[src/rtl/y86_alu_pkg.sv]
// Shared Y86 ALU definitions: OPq function codes and the sequential
// add/sub controller state encoding.
package y86_alu_pkg;

   localparam logic [3:0] ALU_ADD = 4'h0;
   localparam logic [3:0] ALU_SUB = 4'h1;
   localparam logic [3:0] ALU_AND = 4'h2;
   localparam logic [3:0] ALU_XOR = 4'h3;

   typedef enum logic [1:0] {
      S_IDLE = 2'd0,
      S_BUSY = 2'd1,
      S_DONE = 2'd2
   } state_t;

   function automatic logic is_legal(input logic [3:0] sel);
      return sel <= ALU_XOR;
   endfunction

endpackage

[src/rtl/add_sub_slice.sv]
// One CHUNK-bit combinational ALU stage; the top reuses it once per step.
// Illegal function codes produce zero sum and zero carry.
module add_sub_slice
   import y86_alu_pkg::*;
#(
   parameter int CHUNK = 16
) (
   input  logic [CHUNK-1:0] a,
   input  logic [CHUNK-1:0] b,
   input  logic             cin,
   input  logic [3:0]       sel,
   output logic [CHUNK-1:0] sum,
   output logic             cout
);

   logic [CHUNK-1:0] bx;
   logic [CHUNK:0]   full;

   always_comb begin
      bx   = (sel == ALU_SUB) ? ~b : b;
      full = {1'b0, a} + {1'b0, bx} + {{CHUNK{1'b0}}, cin};
      sum  = '0;
      cout = 1'b0;
      case (sel)
         ALU_ADD, ALU_SUB: begin
            sum  = full[CHUNK-1:0];
            cout = full[CHUNK];
         end
         ALU_AND: sum = a & b;
         ALU_XOR: sum = a ^ b;
         default: ;
      endcase
   end

endmodule

[src/rtl/seq_add_sub.sv]
// Multi-cycle Y86 OPq unit: CHUNK bits per clock through a registered carry,
// with Y86 condition codes registered on entry to DONE.
module seq_add_sub
   import y86_alu_pkg::*;
#(
   parameter int WIDTH = 64,
   parameter int CHUNK = 16
) (
   input  logic             clk,
   input  logic             reset,
   input  logic             in_valid,
   output logic             in_ready,
   input  logic [WIDTH-1:0] a,
   input  logic [WIDTH-1:0] b,
   input  logic [3:0]       sel,
   output logic             out_valid,
   input  logic             out_ready,
   output logic [WIDTH-1:0] result,
   output logic             zf,
   output logic             sf,
   output logic             of,
   output logic             cf,
   output logic             err
);

   localparam int NSTEP = WIDTH / CHUNK;
   localparam int KW    = (NSTEP > 1) ? $clog2(NSTEP) : 1;

   // Handshake: a transfer happens on a rising edge where valid & ready are
   // both high; the source holds its data stable until then, ready never
   // depends on valid.
   state_t           state;
   logic [WIDTH-1:0] a_q, b_q;
   logic [3:0]       sel_q;
   logic             carry;
   logic [KW-1:0]    k;

   logic [31:0]      base;
   logic [CHUNK-1:0] op_a, op_b, s_sum;
   logic             s_cout;
   logic [WIDTH-1:0] slice_mask, next_result;
   logic             last, legal, arith, of_next;

   assign in_ready = (state == S_IDLE);

   assign base  = 32'(k) * 32'(CHUNK);
   assign op_a  = CHUNK'(a_q >> base);
   assign op_b  = CHUNK'(b_q >> base);
   assign last  = (k == KW'(NSTEP - 1));
   assign legal = is_legal(sel_q);
   assign arith = (sel_q == ALU_ADD) || (sel_q == ALU_SUB);

   add_sub_slice #(.CHUNK(CHUNK)) u_slice (
      .a    (op_a),
      .b    (op_b),
      .cin  (carry),
      .sel  (sel_q),
      .sum  (s_sum),
      .cout (s_cout)
   );

   // Merge the current slice into the result; on the last step this is the
   // full value the flags are derived from.
   always_comb begin
      slice_mask  = WIDTH'({CHUNK{1'b1}}) << base;
      next_result = (result & ~slice_mask) | (WIDTH'(s_sum) << base);
      of_next     = 1'b0;
      case (sel_q)
         ALU_ADD: of_next = (a_q[WIDTH-1] == b_q[WIDTH-1]) &&
                            (next_result[WIDTH-1] != a_q[WIDTH-1]);
         ALU_SUB: of_next = (a_q[WIDTH-1] != b_q[WIDTH-1]) &&
                            (next_result[WIDTH-1] != a_q[WIDTH-1]);
         default: of_next = 1'b0;
      endcase
   end

   always_ff @(posedge clk) begin
      if (reset) begin
         state     <= S_IDLE;
         out_valid <= 1'b0;
         result    <= '0;
         zf        <= 1'b0;
         sf        <= 1'b0;
         of        <= 1'b0;
         cf        <= 1'b0;
         err       <= 1'b0;
         k         <= '0;
         carry     <= 1'b0;
         a_q       <= '0;
         b_q       <= '0;
         sel_q     <= '0;
      end else begin
         case (state)
            S_IDLE: begin
               if (in_valid) begin
                  a_q   <= a;
                  b_q   <= b;
                  sel_q <= sel;
                  carry <= ~sel[1] & sel[0];
                  k     <= '0;
                  state <= S_BUSY;
               end
            end
            S_BUSY: begin
               result <= next_result;
               carry  <= s_cout;
               k      <= k + KW'(1);
               if (last) begin
                  state     <= S_DONE;
                  out_valid <= 1'b1;
                  zf        <= legal && (next_result == '0);
                  sf        <= legal && next_result[WIDTH-1];
                  of        <= of_next;
                  cf        <= arith && s_cout;
                  err       <= !legal;
               end
            end
            S_DONE: begin
               if (out_ready) begin
                  state     <= S_IDLE;
                  out_valid <= 1'b0;
               end
            end
            default: state <= S_IDLE;
         endcase
      end
   end

endmodule

[config.mk]
export PLATFORM = sky130hd
export DESIGN_NAME = seq_add_sub
export DESIGN_NICKNAME = d
export VERILOG_FILES = /design/src/rtl/y86_alu_pkg.sv /design/src/rtl/add_sub_slice.sv /design/src/rtl/seq_add_sub.sv
export SDC_FILE = /design/constraint.sdc
export NUM_CORES = 1
export LEC_CHECK = 0
export BUFFER_PORTS_ARGS = -buffer_cell sky130_fd_sc_hd__buf_2
export CORE_MARGIN = 4
export CORE_UTILIZATION = 45
export DETAILED_ROUTE_END_ITERATION = 12
export GPL_ROUTABILITY_DRIVEN = 0
export MAX_ROUTING_LAYER = met4
export PLACE_DENSITY = 0.68
export SYNTH_ARGS = -nofsm -noshare
export SYNTH_HDL_FRONTEND = slang
export SYNTH_HIERARCHICAL = 1
export SYNTH_SLANG_ARGS = --single-unit
[constraint.sdc]
create_clock -name clk -period 5 [get_ports clk]
set_input_delay 0.25 -clock clk [delete_from_list [all_inputs] [get_ports clk]]
set_output_delay 0.25 -clock clk [all_outputs]
set_load 0.02 [all_outputs]
* Word-level counts from Yosys, hierarchy flattened *
Index checks and enable logic that the tools add are counted.

word-level totals
  register bits = 207
  bits in latches = 0
  bits in writable memories = 0
  bits in read-only memories = 0
  bits of input ports = 136
  memories = 0

cells by class
  $add $sub $neg = 3
  $mul = 0
  div/mod/pow operators = 0
  order comparisons = 1
  equal/unequal tests = 12
  shift operators = 4
  muxes and demuxes = 15
  bitwise logic cells = 8
  reduce and logical (&&, ||, !) cells = 18

operator list
  operator                 number
  $shr A64 B6 Y16          2
  $and A64 B64 Y64         1
  $logic_not A64 Y1        1
  $not A64 Y64             1
  $or A64 B64 Y64          1
  $shl A16 B6 Y64          1
  $shl A16 B6 Y64 const A  1
  $pmux W16 S3             1
  $add A16 B16 Y17         1
  $add A17 B1 Y17          1
  $and A16 B16 Y16         1
  $mux W16                 1
  $not A16 Y16             1
  $xor A16 B16 Y16         1
  $eq A4 B2 Y1 const B     2
  $mux W2                  4
  $ne A2 B2 Y1 const B     3
  $pmux W1 S2              3
  $pmux W2 S3              1
  $reduce_and A2 Y1        3
  $reduce_and A3 Y1        2
  $logic_and A1 B1 Y1      5
  $eq A2 B2 Y1 const B     2
  $eq A4 B1 Y1 const B     1
  15 further kinds         20

* Longest topological paths before layout *
  depth in word-level cells = 11
  gate-level depth with buffers = 20
  mapped depth without buffers = 16

* Hierarchy *
The synthesis kept the hierarchy.

modules (own cells, without submodules)
  module         instances  cells each  area an instance (sq um)
  seq_add_sub    1          945         8224.1
  add_sub_slice  1          207         1575.3

* Least setup slack after synthesis *
Ideal clock, no wire load.

  path kind = reg2reg
  start point = reg sel_q[1]
  end point = reg zf
  library setup time = 0.084 ns
  data arrival time = 4.277 ns
  data required time = 4.916 ns
  slack = 0.638 ns
  cell stages (with the launch flop) = 18
  buffers on the path = 3
  clock period less this slack = 4.362 ns
  path through = dfxtp_1 -> clkbuf_1 -> or3_1 -> buf_2 -> nor2_4 -> buf_4 -> xnor2_1 -> fa_1 -> fa_1 -> and2b_2 -> o211ai_1 -> a211oi_1 -> a221o_2 -> o211ai_1 -> or4_1 -> nor4_1 -> a21oi_1 -> o31ai_2

between the ends
  longest elaborated chain between the ends = 9
  elaborated cells on any way between the ends = 14
  classes of those cells = add/sub: 2; order compare: 1; eq/ne: 3; shift: 1; mux: 2; bitwise: 1; reduce/logical: 4

ends and longest elaborated chain
  element                   RTL line                                  RTL
  start: declaration        seq_add_sub.sv:34                         logic [3:0] sel_q;
  start signal: assignment  seq_add_sub.sv:98                         sel_q <= sel;
  $eq A4 B1 Y1              add_sub_slice.sv:20, add_sub_slice.sv:24
  $mux W16                  add_sub_slice.sv:20                       bx = (sel == ALU_SUB) ? ~b : b;
  $add A16 B16 Y17          add_sub_slice.sv:21                       full = {1'b0, a} + {1'b0, bx} + {{CHUNK{1'b0}}, cin};
  $add A17 B1 Y17           add_sub_slice.sv:21
  $pmux W16 S3 *            add_sub_slice.sv:24                       case (sel)
  via s_sum[12]             seq_add_sub.sv:39                         logic [CHUNK-1:0] op_a, op_b, s_sum;
  $shl A16 B6 Y64 *         seq_add_sub.sv:66                         next_result = (result & ~slice_mask) | (WIDTH'(s_sum) << base);
  $or A64 B64 Y64 *         seq_add_sub.sv:66
  $logic_not A64 Y1 *       seq_add_sub.sv:111                        zf <= legal && (next_result == '0);
  $logic_and A1 B1 Y1 *     seq_add_sub.sv:111
  end signal: assignment    seq_add_sub.sv:111
  end: declaration          seq_add_sub.sv:19                         output logic zf,

Mark *: on every way through the listed nets, which the timed path passes. The rest lies on a longest branch.
A chain may end at the register's enable or synchronous reset.

* Worst setup path in the final report *
  start point = reg k[0]
  end point = reg zf

between the ends
  longest elaborated chain between the ends = 10
  elaborated cells on any way between the ends = 18
  classes of those cells = add/sub: 2; eq/ne: 1; shift: 4; mux: 2; bitwise: 6; reduce/logical: 3

ends and longest elaborated chain
  element                   RTL line             RTL
  start: declaration        seq_add_sub.sv:36    logic [KW-1:0] k;
  start signal: assignment  seq_add_sub.sv:107   k <= k + KW'(1);
  $shr A64 B6 Y16 *         seq_add_sub.sv:48    assign op_b = CHUNK'(b_q >> base);
  via op_b[0]               seq_add_sub.sv:39
  $not A16 Y16              add_sub_slice.sv:20
  $mux W16 *                add_sub_slice.sv:20
  $add A16 B16 Y17 *        add_sub_slice.sv:21
  $add A17 B1 Y17 *         add_sub_slice.sv:21
  $pmux W16 S3 *            add_sub_slice.sv:24
  via s_sum[12]             seq_add_sub.sv:39
  $shl A16 B6 Y64 *         seq_add_sub.sv:66
  $or A64 B64 Y64 *         seq_add_sub.sv:66
  $logic_not A64 Y1 *       seq_add_sub.sv:111
  $logic_and A1 B1 Y1 *     seq_add_sub.sv:111

Marks and branches as above.

==> results.md <==
- Run status: complete, no violations
- Mapped Nets: 1325
- Layout Nets: 1576
- Synth warnings: 6
- TritonCTS clock tree: built
- Fin area: 12500 um^2
- Num rows: 53
- Setup tns final: 0 ns
- Crit path DAT: 5.10 ns
- Routed WL: 29400 um
- CTS max path bufs: 3
- Fin crit share: 0.934
- Critical Path Source Type: flop
- Worst-path clk slew: 0.07 ns
- Avg Vias per Cell: 5.46
- Pin count of the biggest net entering global routing: 124
- First-pass detailed-route iteration total: 5
- Setup slack after layout: 0.331 ns
- Placed cell areas: 11000 um^2
- Initial DRC count: 823
- Min cycle time layout: 4.67 ns
- Register area: 4150 um^2
- Final hold vios: 0
- Fillers: 1904
- Clock root buffer: clkbuf_16
- Maximum fanout along the worst path: 11
- Peak supply drop: 0.000208 V
- Worst Skew: 0.00946 ns
- EDFF count, synth: 0
- Number of diodes: 0
- Pre-CTS setup slack: 0.366 ns
- IO Port Bufs: 206
- Sink Count: 207
- Final setup fails: 0
- Die ar.: 24200 um^2
- Post-synth top area cell: dfxtp_1
- Initial antenna violation count: 0
- Area growth syn-to-layout: 27.9%
- Lkg Pwr: 5.27 nW
- Setup bufs post-CTS: 0
- Power Dens Cells: 336 nW/um^2
- Total of max-cap violations: 0
- Residual DRC count: 0
- Distinct cells, synth: 62
- RSZ-0062 raised after global routing: no
- Worst hold path type: input port to flop
- Slew Viols, Final: 0
- Total CTS buffers: 22
- Register area share after synthesis: 0.423
- Total grt overflow: 0
- WL per Instance: 17.3 um
- First-pass GRT wire length: 46400 um
- Slowest CP cell: mux4_2
- Mapped Avg Cell Area: 8.51 um^2
- CP endpoint kind: flop
- Hold Slack: 0.00317 ns
- Tot Pwr: 4.22 mW
- Req. time, crit path: 5.43 ns
- FMAX: 214 MHz
- Number of synthesized register bits: 207
- GR Util All Layers: 0.240
- Tightest Pin Transition: 1.15 ns
- Footprint of the multi-input gates: 5240 um^2
- Top Ports: 207
- Synth Flop Type: dfxtp_1
- Rel. slew slack: 0.236
- DP Wirelength: 20000 um
- Worst skew pair latency: 0.50 ns
- Number of global-route vias before repair: 8887
- H-tree Lvls: 1
- Proportion of layout cells with a drive suffix above 1: 0.224
- Mapped Area: 9800 um^2
- Remaining antenna violation count: 0
- CP cell instances: mux4_2 > xnor2_1 > fa_1 > fa_1 > and2b_2 > o211ai_1 > a211oi_1 > a221o_2 > o211ai_1 > nor4_1 > o2111ai_1 > nor4_1 > nand4_1 > o31ai_2
- FFs w/ async S/R, synth: 0
- Syn Inst Count: 1152
- Die Y: 156 um
- Slowest stage delay, CP: 0.61 ns
- Via count: 9246
- Starting Density: 0.462
- Core area: 21200 um^2
- Die X-Extent: 156 um
- Synth area leaders: dfxtp_1, nand2_1, a21oi_1
- Synth top area share: 0.423
- Crit path kind: flop to flop
repair_timing:
| item | CTS | global route |
|---|---|---|
| hold endpoints to repair | 83 | 0 |
| hold buffers | 83 | 0 |
| resized for setup | 0 | 0 |
| endpoints found under the setup margin | 0 | 0 |
placed cells by master (no fill, tap or decap), drive strengths merged, types with 3 or more instances in the layout:
cell type,Yosys,final
a211oi,6,6
a21o,4,4
a21oi,157,157
a22oi,65,65
a31oi,4,4
and3,3,3
buf,40,226
clkbuf,42,27
clkinv,0,5
clkinvlp,0,3
dfxtp,207,207
dlygate4sd3,0,83
ha,35,35
inv,12,14
mux2i,14,14
mux4,32,32
nand2,289,289
nand2b,3,3
nand3,5,5
nand3b,3,3
nor2,95,95
nor2b,5,5
nor3,16,16
nor4,17,17
o211ai,3,3
o21a,7,7
o21ai,15,15
o22ai,8,8
or3,5,5
xnor2,6,6
xor2,20,20
state kept, by name, indices dropped and copies added, names as in the netlist, 2 cells and up:
| name | count |
|---|---|
| sel_q | 4 |
| result | 64 |
| a_q | 64 |
| state | 2 |
| b_q | 64 |
| k | 2 |
through the flow:
stage	std cells	util
global route	1693	0.591
global placement	1571	0.517
detailed placement	1571	0.517
floorplan	1152	-
CTS	1693	0.591
finish	1693	0.591
final cells by class:
class                           instances  area share
Multi-Input combinational cell        851       0.418
Sequential cell                       207       0.331
Timing Repair Buffer                  309       0.162
Clock buffer                           27      0.0479
Tap cell                              275      0.0274
Clock inverter                         12      0.0103
Inverter                               12     0.00359
report_power, final:
| part | internal (mW) | switching [mW] |
|---|---|---|
| Sequential | 1.73 | 0.0509 |
| Combinational | 0.329 | 0.462 |
| Clock | 0.965 | 0.683 |
| Total | 3.02 | 1.20 |
kinds of logic (layout without fill, tap and decap cells):
logic type / count (synthesis) / after routing / share of synthesized area
and+or+nand+nor: 453 / 453 / 0.193
AOI/OAI and AO/OA: 287 / 287 / 0.178
DFF: 207 / 207 / 0.423
buffers and inverters: 94 / 360 / 0.0433
muxes: 48 / 48 / 0.0901
adders and majority gates: 37 / 37 / 0.0488
xor gates and xnor gates: 26 / 26 / 0.0232
worst max-delay path, delay by kind of cell (launching register included):
kind / cells / cell delay (ns)
AOI/OAI and AO/OA: 6 / 1.34
xor gates and xnor gates: 1 / 0.16
adders and majority gates: 2 / 0.82
DFF: 1 / 0.59
muxes: 1 / 0.61
and+or+nand+nor: 4 / 1.07
routing by layer:
metal  global-route usage  share of wire  vias up
met2                0.391           0.48      303
met3               0.0283          0.060       49
li1                     -              -     4540
met1                0.324           0.44     4354
met5                    -              0        -
met4               0.0559          0.019        0
path summary, 6_finish.rpt:
check,from,to,slack (ns),depth (start not counted)
worst min register to register,b_q[54]$_SDFFE_PP0P_,b_q[54]$_SDFFE_PP0P_,0.45,2
worst min-delay path,a[42],a_q[42]$_SDFFE_PP0P_,0.003,3
worst max register to register,k[0]$_SDFFE_PP0P_,zf$_SDFFE_PP0P_,0.33,14
worst max-delay path,k[0]$_SDFFE_PP0P_,zf$_SDFFE_PP0P_,0.33,14
synth_stat cells, drive strengths merged, types with 8 or more instances:
master	instances
nand2	289
dfxtp	207
a21oi	157
nor2	95
a22oi	65
clkbuf	42
buf	40
ha	35
mux4	32
xor2	20
nor4	17
nor3	16
o21ai	15
mux2i	14
inv	12
o22ai	8
Note: power is estimated with default switching activity, not from simulation.
